`src/rtl/if_id_pkg.sv`:
```
// Shared IF/ID definitions: default field widths, NOP encoding, the pipeline entry
// struct (also used by the ID/EX register) and the skid-buffer occupancy states.
package if_id_pkg;

    localparam int IF_ID_PC_W    = 16;
    localparam int IF_ID_INSTR_W = 16;

    localparam logic [IF_ID_INSTR_W-1:0] IF_ID_NOP = 16'h0000;

    typedef struct packed {
        logic [IF_ID_PC_W-1:0]    pc_plus_two;
        logic [IF_ID_INSTR_W-1:0] instruction;
    } if_id_entry_t;

    typedef enum logic [1:0] {
        ST_EMPTY = 2'd0,
        ST_ONE   = 2'd1,
        ST_FULL  = 2'd2
    } skid_state_t;

endpackage

```
`src/rtl/if_id_skid_buf.sv`:
```
// Two-entry IF/ID skid buffer with occupancy FSM (EMPTY/ONE/FULL); state changes on
// the falling clock edge and in_ready is registered so decode stalls never reach fetch combinationally.
module if_id_skid_buf
    import if_id_pkg::*;
#(
    parameter int                 PC_W      = IF_ID_PC_W,
    parameter int                 INSTR_W   = IF_ID_INSTR_W,
    parameter logic [INSTR_W-1:0] NOP_INSTR = {INSTR_W{1'b0}}
) (
    input  logic               clk,
    input  logic               rst_n,
    input  logic               in_valid,
    input  logic [PC_W-1:0]    in_pc,
    input  logic [INSTR_W-1:0] in_instr,
    input  logic               flush,
    input  logic               out_ready,
    output logic               in_ready,
    output logic               out_valid,
    output logic [PC_W-1:0]    out_pc,
    output logic [INSTR_W-1:0] out_instr
);

    skid_state_t        state_r, state_nxt_s;
    logic [PC_W-1:0]    head_pc_r, head_pc_nxt_s, tail_pc_r, tail_pc_nxt_s;
    logic [INSTR_W-1:0] head_ins_r, head_ins_nxt_s, tail_ins_r, tail_ins_nxt_s;
    logic               in_ready_r, out_valid_r;
    logic               accept_s, pop_s;

    assign accept_s = in_valid && in_ready_r;
    assign pop_s    = out_valid_r && out_ready;

    // Next occupancy and storage contents; an empty head always reads 0 / NOP.
    always_comb begin
        state_nxt_s    = state_r;
        head_pc_nxt_s  = head_pc_r;
        head_ins_nxt_s = head_ins_r;
        tail_pc_nxt_s  = tail_pc_r;
        tail_ins_nxt_s = tail_ins_r;
        if (flush) begin
            state_nxt_s    = ST_EMPTY;
            head_pc_nxt_s  = {PC_W{1'b0}};
            head_ins_nxt_s = NOP_INSTR;
        end else begin
            case (state_r)
                ST_EMPTY: begin
                    if (accept_s) begin
                        state_nxt_s    = ST_ONE;
                        head_pc_nxt_s  = in_pc;
                        head_ins_nxt_s = in_instr;
                    end else begin
                        state_nxt_s = ST_EMPTY;
                    end
                end
                ST_ONE: begin
                    if (accept_s && pop_s) begin
                        head_pc_nxt_s  = in_pc;
                        head_ins_nxt_s = in_instr;
                    end else if (accept_s) begin
                        state_nxt_s    = ST_FULL;
                        tail_pc_nxt_s  = in_pc;
                        tail_ins_nxt_s = in_instr;
                    end else if (pop_s) begin
                        state_nxt_s    = ST_EMPTY;
                        head_pc_nxt_s  = {PC_W{1'b0}};
                        head_ins_nxt_s = NOP_INSTR;
                    end else begin
                        state_nxt_s = ST_ONE;
                    end
                end
                ST_FULL: begin
                    if (pop_s) begin
                        state_nxt_s    = ST_ONE;
                        head_pc_nxt_s  = tail_pc_r;
                        head_ins_nxt_s = tail_ins_r;
                    end else begin
                        state_nxt_s = ST_FULL;
                    end
                end
                default: begin
                    state_nxt_s    = ST_EMPTY;
                    head_pc_nxt_s  = {PC_W{1'b0}};
                    head_ins_nxt_s = NOP_INSTR;
                end
            endcase
        end
    end

    // State, storage and registered handshake flags, updated on the falling edge.
    always_ff @(negedge clk or negedge rst_n) begin
        if (!rst_n) begin
            state_r     <= ST_EMPTY;
            head_pc_r   <= {PC_W{1'b0}};
            head_ins_r  <= NOP_INSTR;
            tail_pc_r   <= {PC_W{1'b0}};
            tail_ins_r  <= NOP_INSTR;
            in_ready_r  <= 1'b1;
            out_valid_r <= 1'b0;
        end else begin
            state_r     <= state_nxt_s;
            head_pc_r   <= head_pc_nxt_s;
            head_ins_r  <= head_ins_nxt_s;
            tail_pc_r   <= tail_pc_nxt_s;
            tail_ins_r  <= tail_ins_nxt_s;
            in_ready_r  <= (state_nxt_s != ST_FULL);
            out_valid_r <= (state_nxt_s != ST_EMPTY);
        end
    end

    assign in_ready  = in_ready_r;
    assign out_valid = out_valid_r;
    assign out_pc    = head_pc_r;
    assign out_instr = head_ins_r;

endmodule

```
`src/rtl/if_id_pipe_reg.sv`:
```
// IF/ID pipeline register with valid/ready handshake, flush and stall, clocked on negedge.
// IF_ID_SKID_EN selects the 2-entry skid buffer; otherwise a single entry with pass-through ready.
module if_id_pipe_reg
    import if_id_pkg::*;
#(
    parameter int                 PC_W      = IF_ID_PC_W,
    parameter int                 INSTR_W   = IF_ID_INSTR_W,
    parameter logic [INSTR_W-1:0] NOP_INSTR = {INSTR_W{1'b0}}
) (
    input  logic               clk,
    input  logic               rst_n,
    input  logic               in_valid,
    output logic               in_ready,
    input  logic [PC_W-1:0]    PC_plus_two,
    input  logic [INSTR_W-1:0] instruction,
    input  logic               flush,
    output logic               out_valid,
    input  logic               out_ready,
    output logic [PC_W-1:0]    O_PC_plus_two,
    output logic [INSTR_W-1:0] O_instruction
);

`ifdef IF_ID_SKID_EN
    if_id_skid_buf #(
        .PC_W      (PC_W),
        .INSTR_W   (INSTR_W),
        .NOP_INSTR (NOP_INSTR)
    ) u_skid (
        .clk       (clk),
        .rst_n     (rst_n),
        .in_valid  (in_valid),
        .in_pc     (PC_plus_two),
        .in_instr  (instruction),
        .flush     (flush),
        .out_ready (out_ready),
        .in_ready  (in_ready),
        .out_valid (out_valid),
        .out_pc    (O_PC_plus_two),
        .out_instr (O_instruction)
    );
`else
    logic               valid_r, valid_nxt_s;
    logic [PC_W-1:0]    pc_r, pc_nxt_s;
    logic [INSTR_W-1:0] ins_r, ins_nxt_s;
    logic               accept_s, pop_s;

    // A single slot can refill on the same edge it drains, hence ready passes through.
    assign in_ready = !valid_r || out_ready;
    assign accept_s = in_valid && in_ready;
    assign pop_s    = valid_r && out_ready;

    // Next contents of the single slot; flush wins over accept and pop.
    always_comb begin
        valid_nxt_s = valid_r;
        pc_nxt_s    = pc_r;
        ins_nxt_s   = ins_r;
        if (flush) begin
            valid_nxt_s = 1'b0;
            pc_nxt_s    = {PC_W{1'b0}};
            ins_nxt_s   = NOP_INSTR;
        end else if (accept_s) begin
            valid_nxt_s = 1'b1;
            pc_nxt_s    = PC_plus_two;
            ins_nxt_s   = instruction;
        end else if (pop_s) begin
            valid_nxt_s = 1'b0;
            pc_nxt_s    = {PC_W{1'b0}};
            ins_nxt_s   = NOP_INSTR;
        end else begin
            valid_nxt_s = valid_r;
        end
    end

    // Slot register, updated on the falling edge.
    always_ff @(negedge clk or negedge rst_n) begin
        if (!rst_n) begin
            valid_r <= 1'b0;
            pc_r    <= {PC_W{1'b0}};
            ins_r   <= NOP_INSTR;
        end else begin
            valid_r <= valid_nxt_s;
            pc_r    <= pc_nxt_s;
            ins_r   <= ins_nxt_s;
        end
    end

    assign out_valid     = valid_r;
    assign O_PC_plus_two = pc_r;
    assign O_instruction = ins_r;
`endif

endmodule

```
`config.mk`:
```
export PLATFORM = sky130hd
export DESIGN_NAME = if_id_pipe_reg
export DESIGN_NICKNAME = d
export VERILOG_FILES = /design/src/rtl/if_id_pkg.sv /design/src/rtl/if_id_skid_buf.sv /design/src/rtl/if_id_pipe_reg.sv
export SDC_FILE = /design/constraint.sdc
export NUM_CORES = 1
export LEC_CHECK = 0
export CORE_AREA = 2 2 73 75
export CTS_BUF_LIST = sky130_fd_sc_hd__clkbuf_8 sky130_fd_sc_hd__clkbuf_16
export CTS_CLUSTER_SIZE = 28
export DETAILED_ROUTE_END_ITERATION = 6
export DIE_AREA = 0 0 75 77
export PLACE_DENSITY = 0.77
export SYNTH_ARGS = -nofsm -noshare
export SYNTH_HDL_FRONTEND = slang
export SYNTH_SLANG_ARGS = --single-unit
```
`constraint.sdc`:
```
create_clock -name clk -period 1.7 [get_ports clk]
set_input_delay 0.255 -clock clk [delete_from_list [all_inputs] [get_ports clk]]
set_output_delay 0.255 -clock clk [all_outputs]
set_load 0.02 [all_outputs]
```
======== Yosys cells after proc, flatten, opt, wreduce, memory -nomap -nowiden ========
Index checks and enable logic that the tools add are counted.
word-level totals
  register bits ........................... 33
  bits in latches ......................... 0
  RAM bits ................................ 0
  bits in read-only memories .............. 0
  input bits .............................. 37
  output and inout port bits .............. 34
  word-level logic and storage cells ...... 16
  memories ................................ 0
cells by class
  $add $sub $neg .......................... 0
  multiply operators ...................... 0
  divide/modulo/power cells ............... 0
  order comparisons ....................... 0
  equal/unequal tests ..................... 0
  shifts and indexed selects .............. 0
  mux-type cells .......................... 8
  bitwise logic cells ..................... 0
  reduce and logical (&&, ||, !) cells .... 5
operator list
  kind                number
  2-to-1 mux 16 bit   5
  2-to-1 mux 1 bit    3
  nonzero test 3 bit  1
  logical AND 1 bit   2
  zero test 1 bit     1
  logical OR 1 bit    1

======== Depth between registers and ports, before layout ========
  depth in word-level cells ............... 5
  gate-level depth with buffers ........... 5
  mapped depth without buffers ............ 3

==> metrics <==
share of layout cells above drive strength 1=0.473; grt ovf=0; Die Ht=77 um; pin count of the biggest net entering global routing=34; crit path max fanout=2; GR Util All Layers=0.195; Worst slew margin=0.849; Die ar.=0.00578 mm2; Critical Path RT=1440 ps; Die Wd=75 um; commonest non-fill, non-tap cells in the layout=nand2b_1 (59), buf_6 (34), dfrtn_1 (33); Reg area=826 um2; via count=1,542; CP startpoint kind=register; initial antenna violation count=0; IO Pins=71; final WL=between 5000 and 6000 um; setup tns final=-14,740 ps; WL/cell=16.5 um; GP Congestion=0.679; final setup violation count=66; Leak=1.39 nW; type of the worst min-delay path=reg2reg; Final nets=281; Fin Clk Skew=4.21 ps; filler cell count in the final layout=399; Sink Count=33; router iterations before antenna repair=4; Net Count, Synth=188; Slew Limit Fails=0; root buf cell=clkbuf_8; CTS tree=yes; DRC=0; Multi-input gate area=988 um2; first-pass GRT wire length=8450 um; Core Region=roughly 0.0050 mm2; failing checks=setup timing; Synth cell types=14; Ys Warns=0; half-perimeter wire length after placement=approximately 2900 um; critical path class=reg2out; worst-skew pair later-pin latency=290 ps; number of synthesized register bits=33; Worst Tran Pin Value=between 200 and 250 ps; Diodes inserted=0; PD cells=roughly 650 mW/mm2; mapped cell area=0.00192 mm2; register area share after synthesis=0.431; Vias/cell=4.90; final core occ=0.652; Fin. Hold Viols=0; H-tree depth=2; Post-Syn Area per Cell=12.7 um2; Initial Utilization=0.385; status=finished with violations; most common cell after layout, fill and taps aside=nand2b_1; Starting DRT DRC Count=44; WHS Path Cells=2; IO Port Bufs=70; RSZ-0062 raised after global routing=true; setup slack after layout=-452 ps; Reg clk slew, reported paths=50 ps; antenna viol nets, final=0; Layout area overhead=69.5%; Peak VDD IR=0.454 mV; Post-CTS Hold Fix Bufs=0; Mapped Cells=between 150 and 200; cts bufs inserted=5; r2r worst-path depth=4; clk buf depth=2; worst path arrival time=1900 ps; vias in the first global route=1,724; row count=26; Max-cap violations=0; crit end category=primary output
-- registers in the layout, summed over array words and instances, names as in the netlist --
name	count
out_valid	1
O_PC_plus_two	16
O_instruction	16
-- worst max-delay path, stage by stage (launching register included) --
cell and delay, ps:
dfrtn_1 410, nor2b_4 190, inv_6 40, buf_6 120
-- routing by layer --
metal,track usage,part of all wire,wire (um),vias up
met3,0.0512,0.045,233,2
met2,0.317,0.51,2640,42
met4,0.0518,0.0027,14,0
li1,-,-,-,730
met1,0.255,0.44,2310,768
met5,0,0,0,-
-- cell usage after synthesis (all sizes together) --
library cell	count	area share
a21oi	1	0.0046
o32ai	32	0.26
inv	2	0.0039
dfrtn	33	0.43
mux2	1	0.0078
nor2b	1	0.0072
buf	11	0.065
clkbuf	6	0.012
nand2b	64	0.21
-- metrics by stage --
step           std cells  cell area [um2]  hold WS (ps)  total power, mW  setup WS [ps]
2_1_floorplan        151             1990           614             1.17           -440
3_3_place_gp         289             2780           499             1.42           -623
3_5_place_dp         289             2780           516             1.43           -672
4_1_cts              311             3220           541             2.11           -464
5_1_grt              315             3250           558             2.20           -513
6_report             315             3250           538             2.10           -452
-- worst paths after layout --
path	startpoint	endpoint	slack, ps
min in group asynchronous	rst_n	O_PC_plus_two[7]$_DFFE_NN0P_	650
worst min register to register	O_PC_plus_two[0]$_DFFE_NN0P_	O_PC_plus_two[0]$_DFFE_NN0P_	540
max in group asynchronous	rst_n	O_instruction[7]$_DFFE_NN0P_	830
worst min-delay path	O_PC_plus_two[0]$_DFFE_NN0P_	O_PC_plus_two[0]$_DFFE_NN0P_	540
worst max register to register	out_valid$_DFFE_NN0P_	O_PC_plus_two[1]$_DFFE_NN0P_	350
worst max-delay path	out_valid$_DFFE_NN0P_	in_ready	-450
-- power breakdown --
group	switching [mW]	internal, mW
clock network	0.284	0.278
registers	0.0361	0.839
logic	0.266	0.396
total	0.586	1.51
-- cells by family after synthesis --
logic type | after synthesis | synth area share
AO/OA/AOI/OAI | 33 | 0.265
buffers and inverters | 19 | 0.0803
flip-flops | 33 | 0.431
multiplexers | 1 | 0.00784
AND/OR/NAND/NOR | 65 | 0.216
-- area by class of cell --
cell class | count | share of cell area
tap | 70 | 0.0270
sequential | 33 | 0.254
multi-input combinational | 99 | 0.304
timing repair buffer | 103 | 0.385
clock buffer | 5 | 0.0212
clock inverter | 3 | 0.00424
inverter | 2 | 0.00424
-- timing repair --
item | CTS | global route
resized for setup | 220 | 2
buffers inserted | 8 | 6
endpoints found under the setup margin | 67 | 66
cloned | 6 | 0
Note: power is estimated with default switching activity, not from simulation.
